`src/rtl/sumador_operand_loader.sv`:
```
// Operand loader for the 8-bit adder: a debounced-by-sync load strobe captures
// operand A then operand B from the pad bus and flags a complete pair.
module sumador_operand_loader #(
    parameter int WIDTH       = 8,
    parameter int SYNC_STAGES = 2
) (
    input  logic             clk,
    input  logic             rst_n,
    input  logic             ena,
    input  logic [WIDTH-1:0] din,
    input  logic             load_btn,
    input  logic             clr,
    output logic [WIDTH-1:0] a_out,
    output logic [WIDTH-1:0] b_out,
    output logic             op_valid,
    output logic [1:0]       state_out,
    output logic [7:0]       op_count
);

    localparam logic [1:0] ST_IDLE  = 2'b00;
    localparam logic [1:0] ST_GOT_A = 2'b01;
    localparam logic [1:0] ST_READY = 2'b10;

    logic [SYNC_STAGES-1:0] sync_reg;
    logic [SYNC_STAGES-1:0] sync_next;
    logic                   prev_reg;
    logic                   pulse_reg;

    logic [1:0]       state_reg, state_next;
    logic [WIDTH-1:0] a_reg, a_next;
    logic [WIDTH-1:0] b_reg, b_next;
    logic             valid_reg, valid_next;
    logic [7:0]       count_reg, count_next;
    logic             load_take;

    assign sync_next[0] = load_btn;

    genvar gi;
    generate
        for (gi = 1; gi < SYNC_STAGES; gi++) begin : g_sync
            assign sync_next[gi] = sync_reg[gi-1];
        end
    endgenerate

    // The pulse is registered so the capture lands SYNC_STAGES+1 clocks after
    // the first clock that sees the button high; the chain runs even when ena=0.
    always_ff @(posedge clk or negedge rst_n) begin
        if (!rst_n) begin
            sync_reg  <= '0;
            prev_reg  <= 1'b0;
            pulse_reg <= 1'b0;
        end else begin
            sync_reg  <= sync_next;
            prev_reg  <= sync_reg[SYNC_STAGES-1];
            pulse_reg <= sync_reg[SYNC_STAGES-1] & ~prev_reg;
        end
    end

    assign load_take = ena & pulse_reg;

    always_comb begin
        state_next = state_reg;
        a_next     = a_reg;
        b_next     = b_reg;
        valid_next = valid_reg;
        count_next = count_reg;
        if (clr) begin
            state_next = ST_IDLE;
            a_next     = '0;
            b_next     = '0;
            valid_next = 1'b0;
        end else begin
            case (state_reg)
                ST_IDLE: begin
                    if (load_take) begin
                        a_next     = din;
                        state_next = ST_GOT_A;
                    end
                end
                ST_GOT_A: begin
                    if (load_take) begin
                        b_next     = din;
                        valid_next = 1'b1;
                        count_next = count_reg + 8'd1;
                        state_next = ST_READY;
                    end
                end
                ST_READY: begin
                    if (load_take) begin
                        a_next     = din;
                        valid_next = 1'b0;
                        state_next = ST_GOT_A;
                    end
                end
                default: begin
                    // Illegal encoding: recover to IDLE with no pair claimed.
                    state_next = ST_IDLE;
                    valid_next = 1'b0;
                end
            endcase
        end
    end

    always_ff @(posedge clk or negedge rst_n) begin
        if (!rst_n) begin
            state_reg <= ST_IDLE;
            a_reg     <= '0;
            b_reg     <= '0;
            valid_reg <= 1'b0;
            count_reg <= 8'd0;
        end else begin
            state_reg <= state_next;
            a_reg     <= a_next;
            b_reg     <= b_next;
            valid_reg <= valid_next;
            count_reg <= count_next;
        end
    end

    assign a_out     = a_reg;
    assign b_out     = b_reg;
    assign op_valid  = valid_reg;
    assign state_out = state_reg;
    assign op_count  = count_reg;

endmodule
```
`config.mk`:
```
export PLATFORM = sky130hd
export DESIGN_NAME = sumador_operand_loader
export DESIGN_NICKNAME = d
export VERILOG_FILES = /design/src/rtl/sumador_operand_loader.sv
export SDC_FILE = /design/constraint.sdc
export NUM_CORES = 1
export LEC_CHECK = 0
export ABC_AREA = 1
export CORE_MARGIN = 8
export CORE_UTILIZATION = 29
export DETAILED_ROUTE_END_ITERATION = 8
export HOLD_SLACK_MARGIN = 0.06
export PLACE_DENSITY = 0.6
export SLEW_MARGIN = 15
export SYNTH_ARGS = -nofsm -noshare
export SYNTH_HDL_FRONTEND = slang
export SYNTH_SLANG_ARGS = --single-unit
```
`constraint.sdc`:
```
create_clock -name clk -period 1.36 [get_ports clk]
set_clock_uncertainty 0.1 [all_clocks]
set_input_delay 0.34 -clock clk [delete_from_list [all_inputs] [get_ports clk]]
set_output_delay 0.34 -clock clk [all_outputs]
set_load 0.01 [all_outputs]
```
After elaboration in Yosys (flattened, before gate mapping):

Index checks and enable logic that the tools add are counted.

* flip-flop bits (word level): 31
* bits of input ports: 13
* output and inout bits: 27

* $add $sub $neg: 1
* multiplexer cells: 13
* reduce and logical (&&, ||, !) cells: 10
* eq/ne operators: 6
* bitwise logic cells: 4

Operators by type and width (number)
* 8-bit 2-to-1 mux: 5
* 8-bit by 1-bit adder with 8-bit output, second input constant: 1
* 2-bit 2-to-1 mux: 3
* 3-bit inequality test, second input constant: 2
* 2-bit AND reduction: 3
* 3-bit AND reduction: 2
* 2-bit nonzero test: 3
* 2-bit one-hot mux with 2 select lines: 1
* 1-bit 2-to-1 mux: 3
* 3-bit by 1-bit inequality test with 1-bit output, second input constant: 1
* 1-bit one-hot mux with 3 select lines: 1
* 1-bit AND: 2
* 2-bit by 1-bit equality test with 1-bit output, second input constant: 1
* 2-bit equality test, second input constant: 1
* 2-bit logical NOT: 1
* 2-bit inequality test, second input constant: 1
* 1-bit NOT: 2
* 2-bit OR reduction: 1

Logic depth before layout (Yosys ltp):

Gate-level depths: netlist of run 1.

* depth in word-level cells: 4
* depth in mapped cells: 7

Least setup slack after synthesis of run 1:

No wires, ideal clock.

* kind: flip-flop to flip-flop
* start: register state_reg[1], in the netlist state_out[1]
* end: register b_reg[5], in the netlist b_out[5]
* arrival: 1026 ps
* setup time: 138 ps
* cell stages (with the launch flop): 5
* path slack: 96 ps
* clock period less this slack: 1264 ps
* cells stage by stage: dfrtp_1 inv_1 nand2_2 o21ai_1 o21ai_0

* word-level cells in the longest chain between the ends: 3

Ends and longest elaborated chain
* start: declaration: line 29 `logic [1:0] state_reg, state_next;`
* start signal: assignment: line 112 `state_reg <= state_next;`
* 2-bit by 1-bit equality test with 1-bit output: line 73 `case (state_reg)`
* 2-bit nonzero test (no source line)
* 2-bit AND reduction (no source line)
* end signal: assignment: line 114 `b_reg <= b_next;`
* end: declaration: line 31 `logic [WIDTH-1:0] b_reg, b_next;`

No other way between the ends.
A chain may end at the register's enable or synchronous reset.

Worst setup path after layout of run 1:

* start: register count_reg[6], in the netlist op_count[6]
* end: output op_count[6]

RTL lines
* start: declaration: line 33 `logic [7:0] count_reg, count_next;`
* start signal: assignment: line 116 `count_reg <= count_next;`
* end: declaration: line 17 `output logic [7:0] op_count`

No word-level cell between the ends.

==> flow_metrics.tcl, run 1 <==
set metrics [dict create \
    status "finished clean" \
    die_w_um 83.1 \
    hp-class "flop to flop" \
    io_buffer_count 39 \
    cp-start-kind "flop" \
    p_comb_frac 0.116 \
    fin_area_um2 1960 \
    net-switching-power_uw 454 \
    area_delta_synth_final_pct 49.8 \
    synth_top_area_frac 0.593 \
    finalSetupTns_ns 0 \
    total_power_uw 1910 \
    grt_max_degree 32 \
    power.density_nw_per_um2 975 \
    track_usage 0.0987 \
    io_pins 40 \
    routed_wl_um 3260 \
    synth_edf_count 0 \
    drc_errors 0 \
    postLayoutCoreUtil 0.450 \
    core_area_um2 4350 \
    ys_seq_area_frac 0.593 \
    synth_commonest_cells "31 x dfrtp_1, 31 x inv_1, 29 x nand2_1" \
    h-tree-depth 2 \
    cts.path.max_buffers 2 \
    crit_required_ns 0.92 \
    grt_pass1_vias 1182 \
    seqPwrFrac 0.505 \
    die_h_um 83.1 \
    ir_drop_uv 497 \
    nets 229 \
    cts_buffers 5 \
    antenna_cells 0 \
    syn_area_um2 1310 \
    dieArea_um2 6910 \
    timing.critical_path.buf_inv 1 \
    cts_sinks 31 \
    cap_violations 0 \
    ys_async_sr_fraction 1.00 \
    fmax_mhz 752 \
    path_delay_family "flip-flops" \
    min_period_over_period 0.978 \
    end_kind "output pin" \
    dpl.hpwl_um 2410 \
    synth_area_leaders "dfrtp_1 59%, inv_1 8.9%, nand2_1 8.3%, o22ai_1 5.7%, nand3_1 3.8%" \
    syn-num-nets 157 \
    layout_setup_ws_ns 0.0295 \
    max_stage_delay_ns 0.38 \
    arrival_ns 0.89 \
    yosysTopAreaCell "dfrtp_1" \
    switching_share 0.238 \
    first_pass_iters 4 \
    ys_types 18 \
    vias 1121 \
    cts_tree "built" \
    avgSynthCellArea_um2 9.14 \
    placedInstanceArea_um2 1940 \
    antenna_found_initial 0 \
    period_minus_slack_ns 1.33 \
    maxSlewViolCount 0 \
    p_int_uw 1460 \
    finalHoldViolCount 0 \
    worst_pin_slew_ns 0.163 \
    dp_slack_ns -0.352 \
    clk_latency_ns 0.28 \
    drt-wirelength-per-cell_um 12.2 \
    critPathKind "flop to output pin" \
    rsz0062_at_grt "false" \
    slew_headroom 0.890 \
    path_cells "clkdlybuf4s15_1" \
    gr-total-overflow 0 \
    synth_top_flop_cell "dfrtp_1" \
    final-setup-viol-count 0 \
    slowest_stage "dfrtp_1" \
    p_leak_uw 0.00102 \
    clock_power_share 0.380 \
    ant_nets 0 \
    drt_first_iter_violations 71 \
    ys_seq_elements 31 \
    layout-drive-gt1-share 0.330 \
    path_clk_slew_ns 0.06 \
    num_rows 24 \
    gp_congestion 0.772 \
    ys_warn_count 0 \
    routed_via_density 4.20 \
    syn_inst 143 \
    start_util 0.300 \
    cts-root-buf "clkbuf_8" \
    path_max_fanout 2 \
    grt_pass1_wl_um 5540 \
]
## final cells by class
cell class | count | area (um2)
fill | 442 | 2400
clock inverter | 1 | 5.00
inverter | 32 | 120
sequential | 31 | 776
tap | 52 | 65.1
multi-input combinational | 79 | 420
timing repair buffer | 66 | 489
clock buffer | 6 | 82.6
## layer usage
metal / routed length (um) / vias up / track usage
met1: 1470 / 498 / 0.116
met5: 0 / - / 0
met4: 78 / 0 / 0.0671
met3: 203 / 7 / 0.0342
met2: 1510 / 24 / 0.148
li1: - / 592 / -
## power by group through the flow
stage / clock, uW / sequential [uW] / combinational [uW]
floorplan: 0 / 997 / 56.1
global placement: 0 / 980 / 236
detailed placement: 0 / 981 / 236
CTS: 749 / 965 / 225
global route: 797 / 966 / 250
finish: 725 / 964 / 221
## placed cells by master, fill, tap and decap left out, types with 2 or more instances in the layout
cell | netlist | final
buf_2 | 0 | 10
buf_4 | 0 | 24
buf_6 | 1 | 2
clkbuf_2 | 0 | 15
clkbuf_8 | 0 | 6
clkdlybuf4s15_1 | 0 | 2
clkdlybuf4s50_1 | 0 | 10
dfrtp_1 | 31 | 31
inv_1 | 31 | 30
inv_2 | 1 | 2
nand2_1 | 29 | 28
nand2_2 | 3 | 3
nand3_1 | 10 | 10
nand3b_1 | 2 | 2
nor2_1 | 6 | 4
nor2_2 | 2 | 3
nor2_4 | 1 | 2
o21ai_0 | 8 | 8
o21ai_1 | 2 | 2
o22ai_1 | 12 | 12
## stage by stage
stage | cells | hold slack [ns]
5_1_grt | 267 | 0.265
2_1_floorplan | 143 | -0.0556
3_5_place_dp | 257 | 0.236
4_1_cts | 264 | 0.250
6_report | 267 | 0.247
3_3_place_gp | 257 | 0.234
## cell families (layout without fill, tap and decap cells)
logic type	Yosys count	after routing	synth area share
AO/OA/AOI/OAI	22	22	0.0957
XOR/XNOR	2	2	0.0134
adder cells (fa/ha/maj)	1	1	0.00957
buffers and inverters	33	105	0.100
flip-flops	31	31	0.593
AND/OR/NAND/NOR	54	54	0.188
## worst paths after layout
kind / start / to / slack [ns] / cells after the start
min reg2reg: sync_reg[0]$_DFF_PN0_ / sync_reg[1]$_DFF_PN0_ / 0.25 / 0
min: sync_reg[0]$_DFF_PN0_ / sync_reg[1]$_DFF_PN0_ / 0.25 / 0
max in group asynchronous: rst_n / op_count[5]$_DFFE_PN0P_ / 0.68 / 2
max reg2reg: op_count[0]$_DFFE_PN0P_ / op_count[6]$_DFFE_PN0P_ / 0.09 / 7
min in group asynchronous: rst_n / op_count[1]$_DFFE_PN0P_ / 0.31 / 2
max: op_count[6]$_DFFE_PN0P_ / op_count[6] / 0.03 / 1
## repair_timing
action | 4_1_cts | 5_1_grt
hold buffers | 0 | 0
buffers inserted | 0 | 3
pin swaps | 1 | 0
setup endpoints to repair | 40 | 38
gates resized for setup | 68 | 32
Note: power is estimated with default switching activity, not from simulation.
==> run 2: changes to the inputs <==
--- a/config.mk
+++ b/config.mk
@@ -6,11 +6,12 @@
 export NUM_CORES = 1
 export LEC_CHECK = 0
 export ABC_AREA = 1
+export CAP_MARGIN = 20
 export CORE_MARGIN = 8
 export CORE_UTILIZATION = 29
 export DETAILED_ROUTE_END_ITERATION = 8
 export HOLD_SLACK_MARGIN = 0.06
-export PLACE_DENSITY = 0.6
+export MAX_ROUTING_LAYER = met4
 export SLEW_MARGIN = 15
 export SYNTH_ARGS = -nofsm -noshare
 export SYNTH_HDL_FRONTEND = slang
==> run 2 against run 1 <==
Net effect: cell area did not move; flip-flop and latch count is the same; sequential power about the same; clock power barely moved.
==> flow_metrics.tcl, run 2 (synthesis gave the netlist of run 1 again) <==
set metrics [dict create \
    rr_startpoint "op_count[0]$_DFFE_PN0P_" \
    cts_sinks 31 \
    power.density_nw_per_um2 976 \
    reg2reg_slack_ns 0.09 \
    worstRegToRegCells 7 \
    track_usage 0.101 \
    fmax_mhz 752 \
    instances_no_fill 267 \
    gp_congestion 0.782 \
    core_area_um2 4350 \
    cp-start-kind "flop" \
    nets 229 \
    rsz0062_at_grt "false" \
    dieArea_um2 6910 \
    path_max_fanout 2 \
    critical_path.startpoint "op_count[6]$_DFFE_PN0P_" \
    dp_cells 257 \
    ir_drop_uv 497 \
    io_pins 40 \
    path_cells "clkdlybuf4s15_1" \
    slowest_stage "dfrtp_1" \
    grt_pass1_wl_um 5530 \
    area_delta_synth_final_pct 49.8 \
    postLayoutCoreUtil 0.450 \
    min_period_over_period 0.978 \
    gr-total-overflow 0 \
    routed_via_density 4.21 \
    cts_tree "built" \
    status "finished clean" \
    routed_wl_um 3260 \
    vias 1124 \
    endpoint "op_count[6]" \
    slew_headroom 0.889 \
    holdCritStartpoint "sync_reg[0]$_DFF_PN0_" \
    antenna_found_initial 0 \
    die_w_um 83.1 \
    drc_errors 0 \
    path_clk_slew_ns 0.06 \
    num_rows 24 \
    die_h_um 83.1 \
    drt-wirelength-per-cell_um 12.2 \
    clk_latency_ns 0.28 \
    io_buffer_count 39 \
    critPathKind "flop to output pin" \
    maxSlewViolCount 0 \
    grt_pass1_vias 1183 \
    crit_cells 1 \
    arrival_ns 0.89 \
    worst_pin_slew_ns 0.165 \
    timing.critical_path.buf_inv 1 \
    layout-drive-gt1-share 0.330 \
    cap_violations 0 \
    grt_max_degree 32 \
    start_util 0.300 \
    p_leak_uw 0.00102 \
    first_pass_iters 4 \
    final-setup-viol-count 0 \
    r2r_end "op_count[6]$_DFFE_PN0P_" \
    n_fill_cell 442 \
    crit_required_ns 0.92 \
    drt_first_iter_violations 65 \
    period_minus_slack_ns 1.33 \
    dpl.hpwl_um 2410 \
    h-tree-depth 2 \
    finalHoldViolCount 0 \
    cts_buffers 5 \
    hp-class "flop to flop" \
    end_kind "output pin" \
    hold_ws_ns 0.247 \
    ant_nets 0 \
    layout_common_cells "31 x dfrtp_1, 30 x inv_1, 28 x nand2_1, 24 x buf_4, 15 x clkbuf_2" \
    cts-root-buf "clkbuf_8" \
    layout_commonest_cell "dfrtp_1" \
    cts.path.max_buffers 2 \
    antenna_cells 0 \
    max_stage_delay_ns 0.38 \
    path_delay_family "flip-flops" \
]
run 2: cell counts in the layout (fill, tap and decap cells not counted):
No cell type changed its count.
run 2: repair_timing:
action / in CTS / in global routing
hold buffers: 0 / 0
setup endpoints to repair: 40 / 38
resized for setup: 68 / 32
cloned: 0 / 0
buffers inserted: 0 / 3
pin swaps: 1 / 0
run 2: worst min path at each step:
stage,depth (start not counted),end,slack (ns)
floorplan,0,a_out[0]$_DFFE_PN0P_,-0.06
detailed placement,0,sync_reg[1]$_DFF_PN0_,0.24
global placement,0,sync_reg[1]$_DFF_PN0_,0.23
CTS,0,sync_reg[1]$_DFF_PN0_,0.25
finish,0,sync_reg[1]$_DFF_PN0_,0.25
global route,0,sync_reg[1]$_DFF_PN0_,0.27
run 2: routing by layer:
layer  wire (um)  global-route usage
met5           0                   -
met4          93              0.0671
met3         174              0.0322
met2        1510               0.148
met1        1480               0.117
run 2: area by class of cell:
cell class / instances / area [um2] / area share
Tap cell: 52 / 65.1 / 0.0332
Clock inverter: 1 / 5.00 / 0.00256
Timing Repair Buffer: 66 / 489 / 0.250
Sequential cell: 31 / 776 / 0.396
Inverter: 32 / 120 / 0.0613
Clock buffer: 6 / 82.6 / 0.0422
Multi-Input combinational cell: 79 / 420 / 0.215
run 2: through the flow:
stage,setup slack [ns],cell area (um2),total power (uW),TNS [ns]
floorplan,0.0955,1310,1050,0
global route,0.00323,1960,2010,0
CTS,0.00107,2020,1940,0
detailed placement,-0.352,1940,1220,-7.83
finish,0.0295,1960,1910,0
global placement,-0.311,1940,1220,-7.30
run 2: power breakdown:
part | internal, uW | switching, uW | leakage [uW]
combinational | 110 | 112 | 0.000561
clock | 396 | 329 | 0.0000470
sequential | 950 | 14.0 | 0.000417
total | 1460 | 455 | 0.00102
